## config.mk

```make
export PLATFORM = sky130hd
export DESIGN_NAME = count_register_loader_flat
export DESIGN_NICKNAME = d
export VERILOG_FILES = /design/src/rtl/count_register_loader_if.sv /design/src/rtl/count_register_loader.sv /design/src/flat_wrapper.sv
export SDC_FILE = /design/constraint.sdc
export NUM_CORES = 1
export LEC_CHECK = 0
export ABC_AREA = 1
export CAP_MARGIN = 20
export CORE_MARGIN = 2
export CORE_UTILIZATION = 40
export DETAILED_ROUTE_END_ITERATION = 10
export GPL_TIMING_DRIVEN = 0
export PLACE_DENSITY_LB_ADDON = 0.15
export RECOVER_POWER = 100
export SYNTH_ARGS = -nofsm -noshare
export SYNTH_HDL_FRONTEND = slang
export SYNTH_SLANG_ARGS = --single-unit
```

## constraint.sdc

```tcl
create_clock -name clk -period 2.95 [get_ports clk]
set_clock_uncertainty 0.15 [all_clocks]
set_input_delay 0.59 -clock clk [delete_from_list [all_inputs] [get_ports clk]]
set_output_delay 0.59 -clock clk [all_outputs]
set_load 0.02 [all_outputs]
```

## src/rtl/count_register_loader_if.sv

```systemverilog
// count_register_loader_if: control/data bus and count hand-off between the 8254 host side and the count loader
interface count_register_loader_if #(
    parameter int BYTE_W  = 8,
    parameter int COUNT_W = 16
);
    logic               ctrl_wr;
    logic [7:0]         ctrl_word;
    logic               data_wr;
    logic [BYTE_W-1:0]  data_in;
    logic               rd;
    logic [COUNT_W-1:0] current_count;
    logic [COUNT_W-1:0] new_count;
    logic               load;
    logic [2:0]         mode;
    logic               bcd;
    logic               null_count;
    logic [BYTE_W-1:0]  data_out;

    modport master (
        output ctrl_wr, ctrl_word, data_wr, data_in, rd, current_count,
        input  new_count, load, mode, bcd, null_count, data_out
    );

    modport slave (
        input  ctrl_wr, ctrl_word, data_wr, data_in, rd, current_count,
        output new_count, load, mode, bcd, null_count, data_out
    );
endinterface

```

## src/rtl/count_register_loader.sv

```systemverilog
// count_register_loader: assembles 8254 initial counts from byte writes and sequences latched/live count read-back
module count_register_loader #(
    parameter int BYTE_W  = 8,
    parameter int COUNT_W = 16
) (
    input logic clk,
    input logic rst,
    count_register_loader_if.slave bus
);
    logic [1:0]         rw;
    logic               wr_msb;
    logic               rd_msb;
    logic               latch_full;
    logic [BYTE_W-1:0]  lsb_buf;
    logic [COUNT_W-1:0] latch_val;
    logic [COUNT_W-1:0] wr_count;
    logic [COUNT_W-1:0] rd_src;
    logic [BYTE_W-1:0]  rd_byte;
    logic               wr_done;
    logic               rd_done;
    logic               unused_sc;

    assign unused_sc = ^bus.ctrl_word[7:6];

    // Decode the byte that completes a count and the byte a read returns
    always_comb begin
        wr_done  = (rw == 2'b11) ? wr_msb : 1'b1;
        wr_count = (rw == 2'b01) ? {{BYTE_W{1'b0}}, bus.data_in} :
                   (rw == 2'b10) ? {bus.data_in, {BYTE_W{1'b0}}} : {bus.data_in, lsb_buf};
        rd_src   = latch_full ? latch_val : bus.current_count;
        rd_byte  = (rw == 2'b10 || (rw == 2'b11 && rd_msb)) ? rd_src[COUNT_W-1:BYTE_W] : rd_src[BYTE_W-1:0];
        rd_done  = (rw == 2'b11) ? rd_msb : 1'b1;
    end

    // Control words take priority; otherwise data writes and reads proceed on independent pointers
    always_ff @(posedge clk) begin
        if (rst) begin
            rw             <= 2'b00;
            wr_msb         <= 1'b0;
            rd_msb         <= 1'b0;
            latch_full     <= 1'b0;
            lsb_buf        <= '0;
            latch_val      <= '0;
            bus.new_count  <= '0;
            bus.load       <= 1'b0;
            bus.mode       <= 3'd0;
            bus.bcd        <= 1'b0;
            bus.null_count <= 1'b0;
            bus.data_out   <= '0;
        end else begin
            bus.load <= 1'b0;
            if (bus.ctrl_wr) begin
                if (bus.ctrl_word[5:4] != 2'b00) begin
                    rw             <= bus.ctrl_word[5:4];
                    bus.mode       <= bus.ctrl_word[3:1];
                    bus.bcd        <= bus.ctrl_word[0];
                    wr_msb         <= 1'b0;
                    rd_msb         <= 1'b0;
                    latch_full     <= 1'b0;
                    bus.null_count <= 1'b1;
                end else if (!latch_full) begin
                    latch_val  <= bus.current_count;
                    latch_full <= 1'b1;
                end
            end else begin
                if (bus.data_wr && rw != 2'b00) begin
                    if (wr_done) begin
                        bus.new_count  <= wr_count;
                        bus.load       <= 1'b1;
                        bus.null_count <= 1'b0;
                        wr_msb         <= 1'b0;
                    end else begin
                        lsb_buf <= bus.data_in;
                        wr_msb  <= 1'b1;
                    end
                end
                if (bus.rd) begin
                    bus.data_out <= (rw == 2'b00) ? '0 : rd_byte;
                    if (rw != 2'b00) begin
                        rd_msb <= (rw == 2'b11) && !rd_msb;
                        if (rd_done)
                            latch_full <= 1'b0;
                    end
                end
            end
        end
    end
endmodule

```

## src/flat_wrapper.sv

```systemverilog
// flat-port wrapper written by rule: the top's interface ports become plain ports
module count_register_loader_flat 
#(
    parameter int BYTE_W  = 8,
    parameter int COUNT_W = 16
)
  (clk, rst, bus_ctrl_wr, bus_ctrl_word, bus_data_wr, bus_data_in, bus_rd, bus_current_count, bus_new_count, bus_load, bus_mode, bus_bcd, bus_null_count, bus_data_out);
  count_register_loader_if #(.BYTE_W(BYTE_W), .COUNT_W(COUNT_W)) bus_i ();
  input logic clk;
  input logic rst;
  input wire logic [$bits(bus_i.ctrl_wr)-1:0] bus_ctrl_wr;
  input wire logic [$bits(bus_i.ctrl_word)-1:0] bus_ctrl_word;
  input wire logic [$bits(bus_i.data_wr)-1:0] bus_data_wr;
  input wire logic [$bits(bus_i.data_in)-1:0] bus_data_in;
  input wire logic [$bits(bus_i.rd)-1:0] bus_rd;
  input wire logic [$bits(bus_i.current_count)-1:0] bus_current_count;
  output wire logic [$bits(bus_i.new_count)-1:0] bus_new_count;
  output wire logic [$bits(bus_i.load)-1:0] bus_load;
  output wire logic [$bits(bus_i.mode)-1:0] bus_mode;
  output wire logic [$bits(bus_i.bcd)-1:0] bus_bcd;
  output wire logic [$bits(bus_i.null_count)-1:0] bus_null_count;
  output wire logic [$bits(bus_i.data_out)-1:0] bus_data_out;
  assign bus_i.ctrl_wr = bus_ctrl_wr;
  assign bus_i.ctrl_word = bus_ctrl_word;
  assign bus_i.data_wr = bus_data_wr;
  assign bus_i.data_in = bus_data_in;
  assign bus_i.rd = bus_rd;
  assign bus_i.current_count = bus_current_count;
  assign bus_new_count = bus_i.new_count;
  assign bus_load = bus_i.load;
  assign bus_mode = bus_i.mode;
  assign bus_bcd = bus_i.bcd;
  assign bus_null_count = bus_i.null_count;
  assign bus_data_out = bus_i.data_out;
  count_register_loader #(.BYTE_W(BYTE_W), .COUNT_W(COUNT_W)) u_core (.clk(clk), .rst(rst), .bus(bus_i));
endmodule
```

## Word-level counts from Yosys, hierarchy flattened

Cells that the tools add are included.

| cells by class | value |
|---|---|
| reduce and logical (&&, ||, !) cells | 23 |
| bitwise logic cells | 4 |
| equality and inequality tests | 4 |
| muxes and demuxes | 24 |

Operator list:

| cell | count |
|---|---|
| 2-to-1 mux 16 bit | 2 |
| 2-to-1 mux 8 bit | 3 |
| 2-to-1 mux 1 bit | 19 |
| AND reduction 3 bit | 5 |
| nonzero test 2 bit | 7 |
| AND reduction 2 bit | 4 |
| == test 2 bit (second input constant) | 2 |
| NOT 1 bit | 4 |
| logical AND 1 bit | 3 |
| OR reduction 3 bit | 1 |
| == test 2 x 1 -> 1 bit (second input constant) | 1 |
| logical NOT 2 bit | 1 |
| inequality test 2 x 1 -> 1 bit (second input constant) | 1 |
| logical NOT 1 bit | 1 |
| logical OR 1 bit | 1 |

| word-level totals | value |
|---|---|
| logic and storage cells | 67 |
| bits in registers | 59 |
| output and inout bits | 30 |
| input port bits | 37 |

## Longest topological paths before layout

| logic depth | value |
|---|---|
| word-level depth | 6 |
| mapped depth | 8 |

## Least setup slack after synthesis

OpenSTA, ideal clock, no wires.

| timing path | value |
|---|---|
| path kind | input to register |
| start point | input port rst |
| end point | register u_core.bus.mode[2] |
| path buffers | 2 |
| data arrival time | 1333 ps |
| required time | 2735 ps |
| cell stages on the path | 5 |
| library setup time | 65 ps |
| slack | 1402 ps |
| cells stage by stage | buf_2 -> inv_1 -> clkbuf_1 -> o21ai_0 -> nor2_1 |

RTL lines:

| element | line | text |
|---|---|---|
| from (decl) | flat_wrapper.sv:10 | `input logic rst;` |
| to (signal assigned) | count_register_loader.sv:55 | `bus.mode <= bus.ctrl_word[3:1];` |
| to (decl) | count_register_loader_if.sv:26 | `output new_count, load, mode, bcd, null_count, data_out` |

## Worst setup path in the final report

| timing path | value |
|---|---|
| start point | input port bus_ctrl_wr |
| end point | register u_core.bus.new_count[5] |

| on the way | value |
|---|---|
| longest elaborated chain between the ends | 2 |

RTL lines:

| element | line | text |
|---|---|---|
| from (decl) | flat_wrapper.sv:11 | `input wire logic [$bits(bus_i.ctrl_wr)-1:0] bus_ctrl_wr;` |
| NOT 1 bit (no source line) | n/a |  |
| AND reduction 3 bit (no source line) | n/a |  |
| to (signal assigned) | count_register_loader.sv:68 | `bus.new_count <= wr_count;` |
| to (decl) | count_register_loader_if.sv:26 |  |

Every way passes these cells.
A chain may end at the register's enable or synchronous reset.

==> impl_results.md <==
* Sequential fraction of the synthesis area at 0.436
* Die ar. at ~7500 um2
* Num CTS Buffers at 9
* Worst-Margin Slew at 0.605 ns
* Clk slew on worst S/H paths at 0.06 ns
* Routed via count at between 2000 and 3000
* Pwr dens at 526 nW/um2
* Commonest non-fill, non-tap cell in the layout: nand2_1
* CP dominant cell by count: nand2_1
* Final Cycle Share at 0.759
* Placed cells at 565
* Layout cell share with drive strength beyond 1 at 0.0580
* Layout area overhead at 33.0%
* IO buf count at 63
* Largest cells by area after synthesis: dfxtp_1, nand2_1, nor2_1
* Synth Warn # at 0
* Crit path DAT at 2.32 ns
* Final WL at about 6.9 mm
* Clk sinks at 59
* Hold Vio Cnt, Final at 0
* Avg WL per Cell at 11.9 um
* Crit path max-delay cell type: dlygate4sd3_1
* HPWL Detailed at around 5 mm
* Critical Path End Type: flip-flop
* Min-delay worst type: reg2reg
* Final Max Tran Viols at 0
* Die height at 86.3 um
* Via-to-Cell Ratio at around 4.7
* Post-CTS Setup Inserts at 0
* Post_cts resized at 0
* Yosys cell types at 21
* Max Cap Violations at 0
* H-Tree Depth at 3
* FILL cells at 699
* Worst EP required at 3.03 ns
* Largest net degree at the start of global routing at 11
* DRC viols at 0
* Overall routing resource usage at 0.197
* CTS max path bufs at 2
* Ant. Diodes at 0
* Crit Path Class: in2reg
* Commonest non-fill, non-tap cells in the layout: nand2_1, nor2_1, dfxtp_1
* Total negative slack at 0 ns
* ANT nets after route at 0
* Routability cong. at 0.813
* Total gr overflow at 0
* Syn Inst Count at 422
* Clk Latency, worst-skew pair at 0.34 ns
* Die width at about 86 um
* Top-area cell type share of the netlist area at 0.436
* Syn Nets at 459
* Nets at 533
* Iteration-0 DRC Markers at 72
* Worst VDD drop at 0.288 mV
* Rows at 30
* Post-synthesis register bit count at 59
* Fin cells at 580
* Slowest cell delay on critical path at ~0.57 ns
* CTS tree: yes
* Startpoint Class: input port
* Max frequency at 447 MHz
* Status: finished clean
* DRT Pass-1 Iters at 4
* Hold-fix buffer count after cts at 0
* Cell taking the most area after synthesis: dfxtp_1
* Initial core utilization at 0.406
* Avg Inst Size Synth at 6.43 um2
* Tmin final at 2.24 ns
* Vias in the first global route at 2520
* Slew HR at 0.592
* CP max FO at 10
* # IOs at 67
* Final setup violating endpoints at 0
* Global-route wire length before repair at 11.5 mm
* Hold Slack at roughly 0.31 ns
* Core outline area at ~6700 um2
* Initial antenna violation count at 0
* P_leak at 1.73 nW
* Syn Std Cell Area at 2710 um2
* Worst-path cell chain: dlygate4sd3_1 -> inv_1 -> nand2_1 -> nor2_1 -> o21ai_0 -> clkbuf_1 -> nand2_1 -> nand2_1 -> nor2_1
* RSZ-0062 raised after global routing: no
* Root Driver: clkbuf_8
per-layer routing:
metal	routed length, um	vias to the layer above	global-route usage
met2	3180	64	0.334
met4	159	0	0.0824
li1	-	1449	-
met5	0	-	0
met1	3270	1199	0.244
met3	269	14	0.0400
metrics by stage:
| stage | instance area [um2] | setup slack [ns] | util | power, mW |
|---|---|---|---|---|
| after floorplan | 2710 | 1.40 | - | 1.06 |
| after global placement | 3440 | 0.576 | 0.515 | 1.19 |
| after detailed placement | 3440 | 0.551 | 0.515 | 1.19 |
| after CTS | 3640 | 0.893 | 0.544 | 1.92 |
| after global routing | 3610 | 0.524 | 0.540 | 1.98 |
| final | 3610 | 0.711 | 0.540 | 1.90 |
worst max-delay path, delay by kind of cell:
kind / cells / cell delay [ns]
buffers and inverters: 3 / 1.14
and+or+nand+nor: 5 / 0.34
AOI/OAI and AO/OA: 1 / 0.24
power breakdown:
group | internal, mW | switching [mW]
clock | 0.431 | 0.304
sequential | 0.831 | 0.0178
combinational | 0.126 | 0.185
total | 1.39 | 0.507
worst paths after layout:
kind	start	end	slack, ns	cells past startpoint
worst max-delay path	bus_ctrl_wr	u_core.bus.new_count[5]	0.71	9
worst max register to register	u_core.rw[0]	u_core.bus.new_count[5]	0.95	6
worst min register to register	u_core.bus.data_out[5]	u_core.bus.data_out[5]	0.31	2
worst min-delay path	u_core.bus.data_out[5]	u_core.bus.data_out[5]	0.31	2
cell type report:
cell class	instances	area, um2	area share
timing repair buffer	63	631	0.175
buffer	17	70.1	0.0194
sequential	59	1180	0.328
multi-input combinational	295	1240	0.343
inverter	51	193	0.0534
tap	80	100	0.0278
clock inverter	2	35.0	0.00972
clock buffer	13	159	0.0441
synth_stat cells:
| cell type | count |
|---|---|
| nand2_1 | 126 |
| nor2_1 | 77 |
| dfxtp_1 | 59 |
| inv_1 | 47 |
| a21oi_1 | 28 |
| nand3_1 | 27 |
| o21ai_0 | 19 |
| clkbuf_1 | 9 |
| o21ai_1 | 6 |
| buf_2 | 5 |
| nand2_2 | 5 |
| inv_2 | 3 |
| nor2_2 | 3 |
| buf_1 | 1 |
| buf_4 | 1 |
| buf_6 | 1 |
| clkinv_2 | 1 |
| nand3_2 | 1 |
| nand4_1 | 1 |
| nor2_4 | 1 |
| o21ai_4 | 1 |
state kept, by name, indices dropped and copies added (netlist names):
register and count:
u_core.lsb_buf 8, u_core.bus.load 1, u_core.bus.null_count 1, u_core.rw 2, u_core.latch_val 16, u_core.rd_msb 1
u_core.bus.new_count 16, u_core.wr_msb 1, u_core.bus.mode 3, u_core.bus.bcd 1, u_core.bus.data_out 8, u_core.latch_full 1
cells by family (layout without fill, tap and decap cells):
group,after synthesis,in the layout,synth area share
AND/OR/NAND/NOR,241,241,0.359
flip-flops,59,59,0.436
buffers and inverters,68,146,0.101
AO/OA/AOI/OAI,54,54,0.104
No activity file was read; power rests on OpenSTA's default activity.
